### config.mk
export PLATFORM = sky130hd
export DESIGN_NAME = gsensor_spi_sequencer
export DESIGN_NICKNAME = d
export VERILOG_FILES = /design/src/rtl/gsensor_spi_sequencer.sv
export SDC_FILE = /design/constraint.sdc
export NUM_CORES = 1
export LEC_CHECK = 0
export CAP_MARGIN = 20
export CORE_ASPECT_RATIO = 0.9
export CORE_UTILIZATION = 56
export CTS_BUF_LIST = sky130_fd_sc_hd__clkbuf_8
export DETAILED_ROUTE_END_ITERATION = 8
export HOLD_SLACK_MARGIN = 0.02
export PLACE_DENSITY = 0.91
export SYNTH_ARGS = -nofsm -noshare
export SYNTH_HDL_FRONTEND = slang
export SYNTH_SLANG_ARGS = --single-unit
### constraint.sdc
create_clock -name clk -period 2.3 [get_ports clk]
set_input_delay 0.46 -clock clk [delete_from_list [all_inputs] [get_ports clk]]
set_output_delay 0.46 -clock clk [all_outputs]
set_load 0.005 [all_outputs]
### src/rtl/gsensor_spi_sequencer.sv
// Configures an ADXL345-style accelerometer through a byte-wide SPI primary, then polls X/Y/Z
// on a fixed period and publishes samples atomically. GSENSOR_SEQ_ID_CHECK_EN adds a DEVID check.
module gsensor_spi_sequencer #(
    parameter int POLL_CYCLES = 500000
) (
    input  logic               clk,
    input  logic               reset_n,
    input  logic               enable,
    output logic               txn_start,
    output logic               txn_rw,
    output logic [5:0]         txn_addr,
    output logic [7:0]         txn_wdata,
    input  logic               txn_busy,
    input  logic               txn_done,
    input  logic [7:0]         txn_rdata,
    output logic signed [15:0] accel_x,
    output logic signed [15:0] accel_y,
    output logic signed [15:0] accel_z,
    output logic               data_valid,
    output logic               init_done,
    output logic               init_error
);
    localparam int CW = $clog2(POLL_CYCLES);
    localparam logic [CW-1:0] CNT_LAST = CW'(POLL_CYCLES - 1);

    localparam logic [2:0] ST_RESET_WAIT = 3'd0;
    localparam logic [2:0] ST_INIT       = 3'd2;
    localparam logic [2:0] ST_WAIT       = 3'd3;
    localparam logic [2:0] ST_POLL       = 3'd4;
    localparam logic [2:0] ST_PUBLISH    = 3'd5;
`ifdef GSENSOR_SEQ_ID_CHECK_EN
    localparam logic [2:0] ST_ID_CHECK   = 3'd1;
    localparam logic [2:0] ST_ERROR      = 3'd6;
`endif

    logic [2:0]      state;
    logic            issue;     // 1 = ISSUE sub-state, 0 = WAIT_DONE
    logic [2:0]      idx;
    logic [CW-1:0]   cnt;
    logic [4:0][7:0] shadow;    // b0..b4; b5 is taken straight off txn_rdata at publish
    logic            txn_fin;

    assign txn_start = issue && !txn_busy;
    assign txn_fin   = !issue && txn_done;

    function automatic logic [13:0] init_entry(input logic [2:0] i);
        case (i)
            3'd0:    return {6'h2C, 8'h0A};
            3'd1:    return {6'h31, 8'h08};
            default: return {6'h2D, 8'h08};
        endcase
    endfunction

`ifndef GSENSOR_SEQ_ID_CHECK_EN
    assign init_error = 1'b0;
`endif

    always_ff @(posedge clk or negedge reset_n) begin
        if (!reset_n) begin
            state      <= ST_RESET_WAIT;
            issue      <= 1'b0;
            idx        <= 3'd0;
            cnt        <= '0;
            shadow     <= '0;
            txn_rw     <= 1'b0;
            txn_addr   <= 6'h00;
            txn_wdata  <= 8'h00;
            accel_x    <= '0;
            accel_y    <= '0;
            accel_z    <= '0;
            data_valid <= 1'b0;
            init_done  <= 1'b0;
`ifdef GSENSOR_SEQ_ID_CHECK_EN
            init_error <= 1'b0;
`endif
        end else begin
            data_valid <= 1'b0;
            if (issue && !txn_busy)
                issue <= 1'b0;

            // Period counter runs through the burst and saturates, so a late burst restarts at once
            if (state == ST_WAIT || state == ST_POLL || state == ST_PUBLISH) begin
                if (state == ST_WAIT && cnt == CNT_LAST && enable)
                    cnt <= '0;
                else if (cnt != CNT_LAST)
                    cnt <= cnt + CW'(1);
            end

            case (state)
                ST_RESET_WAIT: begin
                    issue <= 1'b1;
                    idx   <= 3'd0;
`ifdef GSENSOR_SEQ_ID_CHECK_EN
                    state     <= ST_ID_CHECK;
                    txn_rw    <= 1'b1;
                    txn_addr  <= 6'h00;
                    txn_wdata <= 8'h00;
`else
                    state                 <= ST_INIT;
                    txn_rw                <= 1'b0;
                    {txn_addr, txn_wdata} <= init_entry(3'd0);
`endif
                end
`ifdef GSENSOR_SEQ_ID_CHECK_EN
                ST_ID_CHECK: if (txn_fin) begin
                    if (txn_rdata == 8'hE5) begin
                        state                 <= ST_INIT;
                        issue                 <= 1'b1;
                        idx                   <= 3'd0;
                        txn_rw                <= 1'b0;
                        {txn_addr, txn_wdata} <= init_entry(3'd0);
                    end else begin
                        state      <= ST_ERROR;
                        init_error <= 1'b1;
                    end
                end
                ST_ERROR: state <= ST_ERROR;
`endif
                ST_INIT: if (txn_fin) begin
                    if (idx == 3'd2) begin
                        init_done <= 1'b1;
                        state     <= ST_WAIT;
                    end else begin
                        idx                   <= idx + 3'd1;
                        {txn_addr, txn_wdata} <= init_entry(idx + 3'd1);
                        issue                 <= 1'b1;
                    end
                end
                ST_WAIT: if (cnt == CNT_LAST && enable) begin
                    state     <= ST_POLL;
                    issue     <= 1'b1;
                    idx       <= 3'd0;
                    txn_rw    <= 1'b1;
                    txn_addr  <= 6'h32;
                    txn_wdata <= 8'h00;
                end
                ST_POLL: if (txn_fin) begin
                    if (idx == 3'd5) begin
                        accel_x    <= {shadow[1], shadow[0]};
                        accel_y    <= {shadow[3], shadow[2]};
                        accel_z    <= {txn_rdata, shadow[4]};
                        data_valid <= 1'b1;
                        state      <= ST_PUBLISH;
                    end else begin
                        shadow   <= {txn_rdata, shadow[4:1]};
                        idx      <= idx + 3'd1;
                        txn_addr <= txn_addr + 6'd1;
                        issue    <= 1'b1;
                    end
                end
                ST_PUBLISH: state <= ST_WAIT;
                default:    state <= ST_RESET_WAIT;
            endcase
        end
    end
endmodule

After elaboration in Yosys (flattened, before gate mapping)
Cells that the tools add are included.

word-level totals
  bits in registers = 131
  input bits = 13
  output and inout port bits = 67
  ROM bits = 0
  memory bits (writable) = 0
  bits in latches = 0
  word-level logic and storage cells = 97
  memories kept = 0

operators by class
  muxes and demuxes = 37
  magnitude comparators = 0
  shift-type cells = 0
  divide/modulo/power cells = 0
  $add $sub $neg = 3
  reductions and logical operators = 23
  equal/unequal tests = 16
  multipliers = 0
  bitwise logic cells = 1

operators with widths
  kind                                                              number
  19-bit two-way mux                                                2
  3-bit two-way mux                                                 10
  6-bit two-way mux                                                 5
  13-bit case mux with 2 select lines                               1
  8-bit two-way mux                                                 3
  6-bit case mux with 4 select lines                                1
  8-bit case mux with 3 select lines                                1
  19-bit by 1-bit adder with 19-bit output (second input constant)  1
  19-bit == test (second input constant)                            1
  19-bit != test (second input constant)                            1
  3-bit case mux with 5 select lines                                1
  3-bit case mux with 4 select lines                                1
  1-bit two-way mux                                                 10
  2-bit != test (second input constant)                             5
  3-bit by 2-bit == test with 1-bit output (second input constant)  3
  3-bit == test (second input constant)                             3
  3-bit AND reduction                                               3
  6-bit by 1-bit adder with 6-bit output (second input constant)    1
  3-bit logical NOT                                                 2
  6-bit AND reduction                                               1
  1-bit logical AND                                                 5
  5-bit AND reduction                                               1
  2-bit by 1-bit != test with 1-bit output (second input constant)  2
  1-bit case mux with 4 select lines                                1
  11 further kinds                                                  15

Longest topological paths before layout
Gate-level depths: netlist of run 1.

  depth in word-level cells = 6
  depth in mapped cells = 7

Worst setup path before layout of run 1
OpenSTA, ideal clock, no wires.

  path type = flip-flop to flip-flop
  start = reg cnt[0]
  end = reg txn_addr[0]
  data arrival time = 1.823 ns
  buffers on the path = 0
  setup time = 0.125 ns
  stages on the path, launching flop included = 7
  setup slack = 0.352 ns
  cell sequence = dfrtp_1 > ha_1 > nand4_4 > nor4_4 > a31o_2 > nand2_4 > mux2_4

on the way
  cells in the longest elaborated chain, start to end = 4

ends and longest elaborated chain
  element                                             line  RTL
  start: declaration                                  39    logic [CW-1:0] cnt;
  start signal: assignment                            86    cnt <= cnt + CW'(1);
  19-bit == test                                      129   ST_WAIT: if (cnt == CNT_LAST && enable) begin
  1-bit logical AND                                   129
  2-bit by 1-bit != test with 1-bit output (no line)  -
  6-bit AND reduction (no line)                       -
  end signal: assignment                              101   {txn_addr, txn_wdata} <= init_entry(3'd0);
  end signal: assignment                              125   {txn_addr, txn_wdata} <= init_entry(idx + 3'd1);
  end signal: assignment                              147   txn_addr <= txn_addr + 6'd1;
  end: declaration                                    11    output logic [5:0] txn_addr,

Every way passes these cells.
A chain may end at the register's enable or synchronous reset.

Final worst setup path of run 1
  start = reg cnt[1]
  end = reg cnt[9]

on the way
  cells in the longest elaborated chain, start to end = 5

ends and longest elaborated chain
  element
  branches (longest 5 deep; another with 19-bit by 1-bit adder with 19-bit output)

Several ways; the timed one is not identified. The select of a mux whose other input is x is not followed.

==> results of run 1 <==
## logic make-up after synthesis
group	after synthesis	share of synthesized area, %
buffers and inverters	31	3.09
other	1	0.0686
flip-flops	125	57.2
adder cells (fa/ha/maj)	7	1.60
multiplexers	91	18.8
AO/OA/AOI/OAI	76	8.81
XOR/XNOR	3	0.480
AND/OR/NAND/NOR	91	10.0
## cells in the final DEF (no fill, tap or decap), types with 6 or more instances in the layout
cell type        Yosys  routed
a21oi_1             17      16
a31oi_1             11      11
buf_4                9      13
clkbuf_8             0      17
clkdlybuf4s50_1      0      71
conb_1               1       7
dfrtp_1            125     124
ha_1                 7       7
inv_1               10      11
mux2_2              88      88
nand2_1             22      22
nand2b_1             6       6
nand3_1             10       9
nor2_1              13      13
o21ai_0             23      23
or3_1                7       7
## path summary, 6_finish.rpt
kind,startpoint,endpoint,slack (ps),cells past startpoint
hold reg to reg,init_done$_DFFE_PN0P_,init_done$_DFFE_PN0P_,490,1
max in group asynchronous,reset_n,shadow[2]$_DFFE_PN0P_,1590,2
setup reg to reg,cnt[1]$_DFFE_PN0P_,cnt[9]$_DFFE_PN0P_,150,6
hold / removal,reset_n,cnt[3]$_DFFE_PN0P_,40,1
min in group clk,init_done$_DFFE_PN0P_,init_done$_DFFE_PN0P_,490,1
setup / recovery,cnt[1]$_DFFE_PN0P_,cnt[9]$_DFFE_PN0P_,150,6
## synthesized netlist by cell type, types with 4 or more instances
cell | count | area (um^2)
a21oi_1 | 17 | 85.1
a31oi_1 | 11 | 68.8
buf_1 | 4 | 15.0
buf_2 | 6 | 30.0
buf_4 | 9 | 67.6
dfrtp_1 | 125 | 3130
ha_1 | 7 | 87.6
inv_1 | 10 | 37.5
mux2_2 | 88 | 991
nand2_1 | 22 | 82.6
nand2b_1 | 6 | 37.5
nand3_1 | 10 | 50.1
nor2_1 | 13 | 48.8
nor3_1 | 5 | 25.0
o21ai_0 | 23 | 115
or3_1 | 7 | 43.8
## state kept, by name, summed over array words and instances, names as in the netlist
signal / count
cnt: 19
shadow: 40
init_done: 1
accel_y: 16
accel_z: 16
state: 3
txn_addr: 6
idx: 3
issue: 1
data_valid: 1
accel_x: 16
txn_wdata: 2
txn_rw: 1
## per-layer routing
layer	routed length, um	vias to the layer above
li1	-	1715
met1	5230	1983
met2	6120	140
met3	629	25
met4	278	0
met5	0	-
## power by group through the flow
stage               logic (mW)  clock network [mW]  registers, mW
finish                    1.85                2.14           2.91
global route              2.05                2.26           2.95
CTS                       1.84                2.16           2.90
detailed placement        1.80                   0           2.92
global placement          1.73                   0           2.88
floorplan                 1.24                   0           2.81
## worst reg2reg max path: stages, from the launching register on
cell and delay (ps):
dfrtp_1 420, ha_1 290, nand4_4 170, nor4_4 390
a31oi_1 310, buf_4 230, a41oi_1 240
## stage by stage
step                std cells  hold slack [ps]  util (%)
CTS                       651             49.6      73.6
floorplan                 431              164         -
detailed placement        619              471      68.8
finish                    651             35.7      73.6
global route              651             77.9      73.6
global placement          619              466      68.8
## area by class of cell
class / instances / area share [%]
Sequential cell: 125 / 45.7
Clock buffer: 17 / 3.42
Tap cell: 122 / 2.23
Timing Repair Buffer: 87 / 12.7
Multi-Input combinational cell: 275 / 32.3
Inverter: 10 / 0.549
Clock inverter: 15 / 3.05
==> flow_summary.json, run 1 <==
{
  "syn2layout_area_growth_pct": 25.1,
  "grt_busiest_layer": "met2",
  "vias": 3863,
  "p_int_mw": 4.62,
  "multi_input_area_um2": 2210,
  "place_ws_ps": 126,
  "antenna_found_initial": 0,
  "num_antenna_cells": 0,
  "cts_resized": 0,
  "nets": 536,
  "gr-usage-all-layers_pct": 26.0,
  "fmax_mhz": 465,
  "num_rows": 33,
  "wirelength_um": 12300,
  "fin_crit_ps": 2150,
  "outcome": "complete, no violations",
  "grt-ovfl-total": 0,
  "critPathTopFamily": "simple AND/OR/NAND/NOR gates",
  "cts_hold_buf": 0,
  "timing.final.crit_share_pct": 93.5,
  "ios": 80,
  "met1_usage_pct": 33.7,
  "path_cells": "ha_1 -> nand4_4 -> nor4_4 -> a31oi_1 -> buf_4 -> a41oi_1",
  "fin_area_um2": 6840,
  "syn-cell-area_um2": 5470,
  "hpwl_um": 7800,
  "path_clk_slew_ps": 80,
  "p_leak_nw": 3.18,
  "synthCells": 425,
  "antenna_left": 0,
  "cpPeakStageDelay_ps": 420,
  "setup_ws_ps": 150,
  "setup_viol": 0,
  "clock_latency_ps": 440,
  "synth.distinct_cells": 57,
  "grt_use_met2_pct": 42.5,
  "cts_buffer_depth": 2,
  "place_area_um2": 6390,
  "wl_per_cell_um": 18.8,
  "hold_violations": 0,
  "skew_ps": 15.2,
  "crit_path_end_kind": "flop",
  "via_per_inst": 5.93,
  "cap_violations": 0,
  "vdd_ir_drop_max_mv": 0.518,
  "fin_setup_tns_ps": 0,
  "crit_path_start_kind": "flop",
  "grt_max_degree": 50,
  "cts-root-buf": "clkbuf_8",
  "post-cts-setup-buffers": 0,
  "final-max-slew-violation-count": 0,
  "power_switching_mw": 2.29,
  "pwr-share-comb_pct": 26.9,
  "drc_errors": 0,
  "grt_pass1_vias": 3842,
  "cts_buffers": 17,
  "grt_util_met3_pct": 6.30,
  "drive_gt1_share_pct": 29.5,
  "h-tree-depth": 4,
  "ys_ff_latch": 125,
  "seq_area_um2": 3130,
  "coreArea_um2": 9290,
  "yosysSeqAreaShare_pct": 57.2,
  "crit_required_ps": 2630,
  "async_flop_share_pct": 100,
  "port_buffers": 72,
  "rsz0062_at_grt": "no",
  "die_w_um": 106,
  "p_seq_share_pct": 42.1,
  "worst_pin_slew_ps": 641,
  "finalPower_mw": 6.91,
  "path_class": "flop to flop",
  "slew-limit-headroom_pct": 57.3,
  "fillers": 547,
  "place.gp.congestion": 0.909,
  "ys_warn_count": 0,
  "swShare_pct": 33.1,
  "first_iter_violations": 190,
  "worst-path-max-fanout": 8,
  "cts.sinks": 125,
  "crit_buf_inv": 1,
  "arrival_ps": 2480,
  "power.share.clock_pct": 31.0,
  "worstHoldPathType": "input port to asynchronous set/reset pin",
  "slowest_stage": "dfrtp_1",
  "cts_tree": "done",
  "dieArea_um2": 10200,
  "grt_pass1_wl_um": 19800,
  "avgSynthCellArea_um2": 12.9,
  "fp.dieH_um": 95.8,
  "ys_dominant_reg_cell": "dfrtp_1",
  "power_density_nw_per_um2": 1010,
  "initial_core_util_pct": 58.9,
  "dr.pass1.iters": 6,
  "synth-edff-count": 0
}
Note: power is estimated with default switching activity, not from simulation.
==> run 2: changes to the inputs <==
Settings changed: GPL_ROUTABILITY_DRIVEN from default to 0.
==> flow_summary.json, run 2 (synthesis results as in run 1) <==
{
  "setup_ws_ps": 162,
  "place_area_um2": 6390,
  "pwr-share-comb_pct": 27.5,
  "p_int_mw": 4.48,
  "h-tree-depth": 4,
  "fin_setup_tns_ps": 0,
  "wirelength_um": 11400,
  "place_ws_ps": 104,
  "cts.sinks": 125,
  "p_leak_nw": 3.17,
  "power_switching_mw": 2.21,
  "path_class": "flop to flop",
  "worst_pin_slew_ps": 655,
  "drive_gt1_share_pct": 29.0,
  "cts_tree": "done",
  "grt_pass1_vias": 3724,
  "vias": 3789,
  "clock_latency_ps": 430,
  "fin_crit_ps": 2140,
  "worstHoldPathType": "flop to flop",
  "grt-ovfl-total": 0,
  "final_util_pct": 73.3,
  "final-max-slew-violation-count": 0,
  "fp.dieH_um": 95.8,
  "wl_per_cell_um": 17.6,
  "hpwl_um": 7700,
  "hold_violations": 0,
  "path_common_cell": "o21ai_0",
  "antenna_found_initial": 0,
  "layout_common_cells": "dfrtp_1, mux2_2, clkdlybuf4s50_1",
  "post-cts-setup-buffers": 0,
  "gr-usage-all-layers_pct": 23.9,
  "slew-limit-headroom_pct": 56.1,
  "rsz0062_at_grt": "no",
  "dieArea_um2": 10200,
  "crit_path_start_kind": "flop",
  "reg_top3": "shadow: 40 flops, cnt: 19 flops",
  "via_per_inst": 5.84,
  "fmax_mhz": 468,
  "outcome": "complete, no violations",
  "num_antenna_cells": 0,
  "path_cells": "ha_1 -> nand4_4 -> nor4_4 -> a31oi_1 -> o21ai_0 -> o21ai_0",
  "power_density_nw_per_um2": 983,
  "coreArea_um2": 9290,
  "worst-path-max-fanout": 8,
  "slowest_stage": "dfrtp_1",
  "timing.final.crit_share_pct": 92.9,
  "grt_max_degree": 50,
  "setup_viol": 0,
  "cts-root-buf": "clkbuf_8",
  "power.share.clock_pct": 29.1,
  "fin_area_um2": 6810,
  "initial_core_util_pct": 58.9,
  "cap_violations": 0,
  "final_common_cell": "dfrtp_1",
  "skew_ps": 15.1,
  "p_seq_share_pct": 43.4,
  "largest-register": "shadow",
  "num_rows": 33,
  "ios": 80,
  "grt_pass1_wl_um": 18600,
  "cpPeakStageDelay_ps": 420,
  "path_clk_slew_ps": 80,
  "arrival_ps": 2440,
  "crit_path_end_kind": "flop",
  "first_iter_violations": 173,
  "r2r_setup_slack_ps": 160,
  "dr.pass1.iters": 5,
  "cts_buffer_depth": 2,
  "swShare_pct": 33.0,
  "drc_errors": 0,
  "vdd_ir_drop_max_mv": 0.517,
  "nets": 535,
  "critPathTopFamily": "compound AO/OA/AOI/OAI gates",
  "syn2layout_area_growth_pct": 24.5,
  "crit_required_ps": 2600,
  "crit_buf_inv": 0,
  "largest_reg_flops": 40,
  "cts_buffers": 17,
  "die_w_um": 106,
  "antenna_left": 0,
  "port_buffers": 72
}
==> run 2: cell count changes in the layout (fill, tap and decap cells not counted), sizes merged <==
cell	change
clkinv	+4
inv	-4
buf	-2
bufinv	-1
dlygate4sd3	+1
==> run 2: layout make-up <==
cell class	instances	area, um^2
clock inverters	14	169
repair buffers	86	876
multi-input cells	275	2210
inverters	10	37.5
flip-flops and latches	125	3130
clock buffers	17	234
well taps	122	153
fillers	568	2480
==> run 2: path summary, 6_finish.rpt <==
check / endpoint / start / cells after the start
min: init_done$_DFFE_PN0P_ / init_done$_DFFE_PN0P_ / 1
max: idx[0]$_DFFE_PN0P_ / cnt[0]$_DFFE_PN0P_ / 6
min in group asynchronous: txn_addr[4]$_DFFE_PN0P_ / reset_n / 2
max reg2reg: idx[0]$_DFFE_PN0P_ / cnt[0]$_DFFE_PN0P_ / 6
max in group asynchronous: accel_y[6]$_DFFE_PN0P_ / reset_n / 3
min reg2reg: init_done$_DFFE_PN0P_ / init_done$_DFFE_PN0P_ / 1
==> run 2: repair_timing <==
action,in CTS,in global routing
hold buffers,1,0
hold endpoints to repair,30,0
gates resized for setup,0,1
setup endpoints to repair,0,2
==> run 2: power by group through the flow <==
stage | clock (mW) | combinational [mW] | sequential (mW)
finish | 1.95 | 1.84 | 2.90
global route | 2.07 | 2.01 | 2.95
CTS | 1.99 | 1.82 | 2.89
detailed placement | 0 | 1.79 | 2.93
global placement | 0 | 1.71 | 2.89
floorplan | 0 | 1.24 | 2.81
==> run 2: metal layers <==
metal / share of wire (%) / track usage, %
met1: 43 / 30.6
met2: 50 / 38.9
met3: 5.4 / 5.89
met4: 2.4 / 10.8
met5: 0 / 0
==> run 2: through the flow <==
step / hold slack [ps] / total power [mW] / instances
finish: 491 / 6.69 / 649
global placement: 445 / 4.60 / 617
global route: 518 / 7.04 / 649
detailed placement: 451 / 4.72 / 617
floorplan: 164 / 4.05 / 431
CTS: 492 / 6.70 / 649
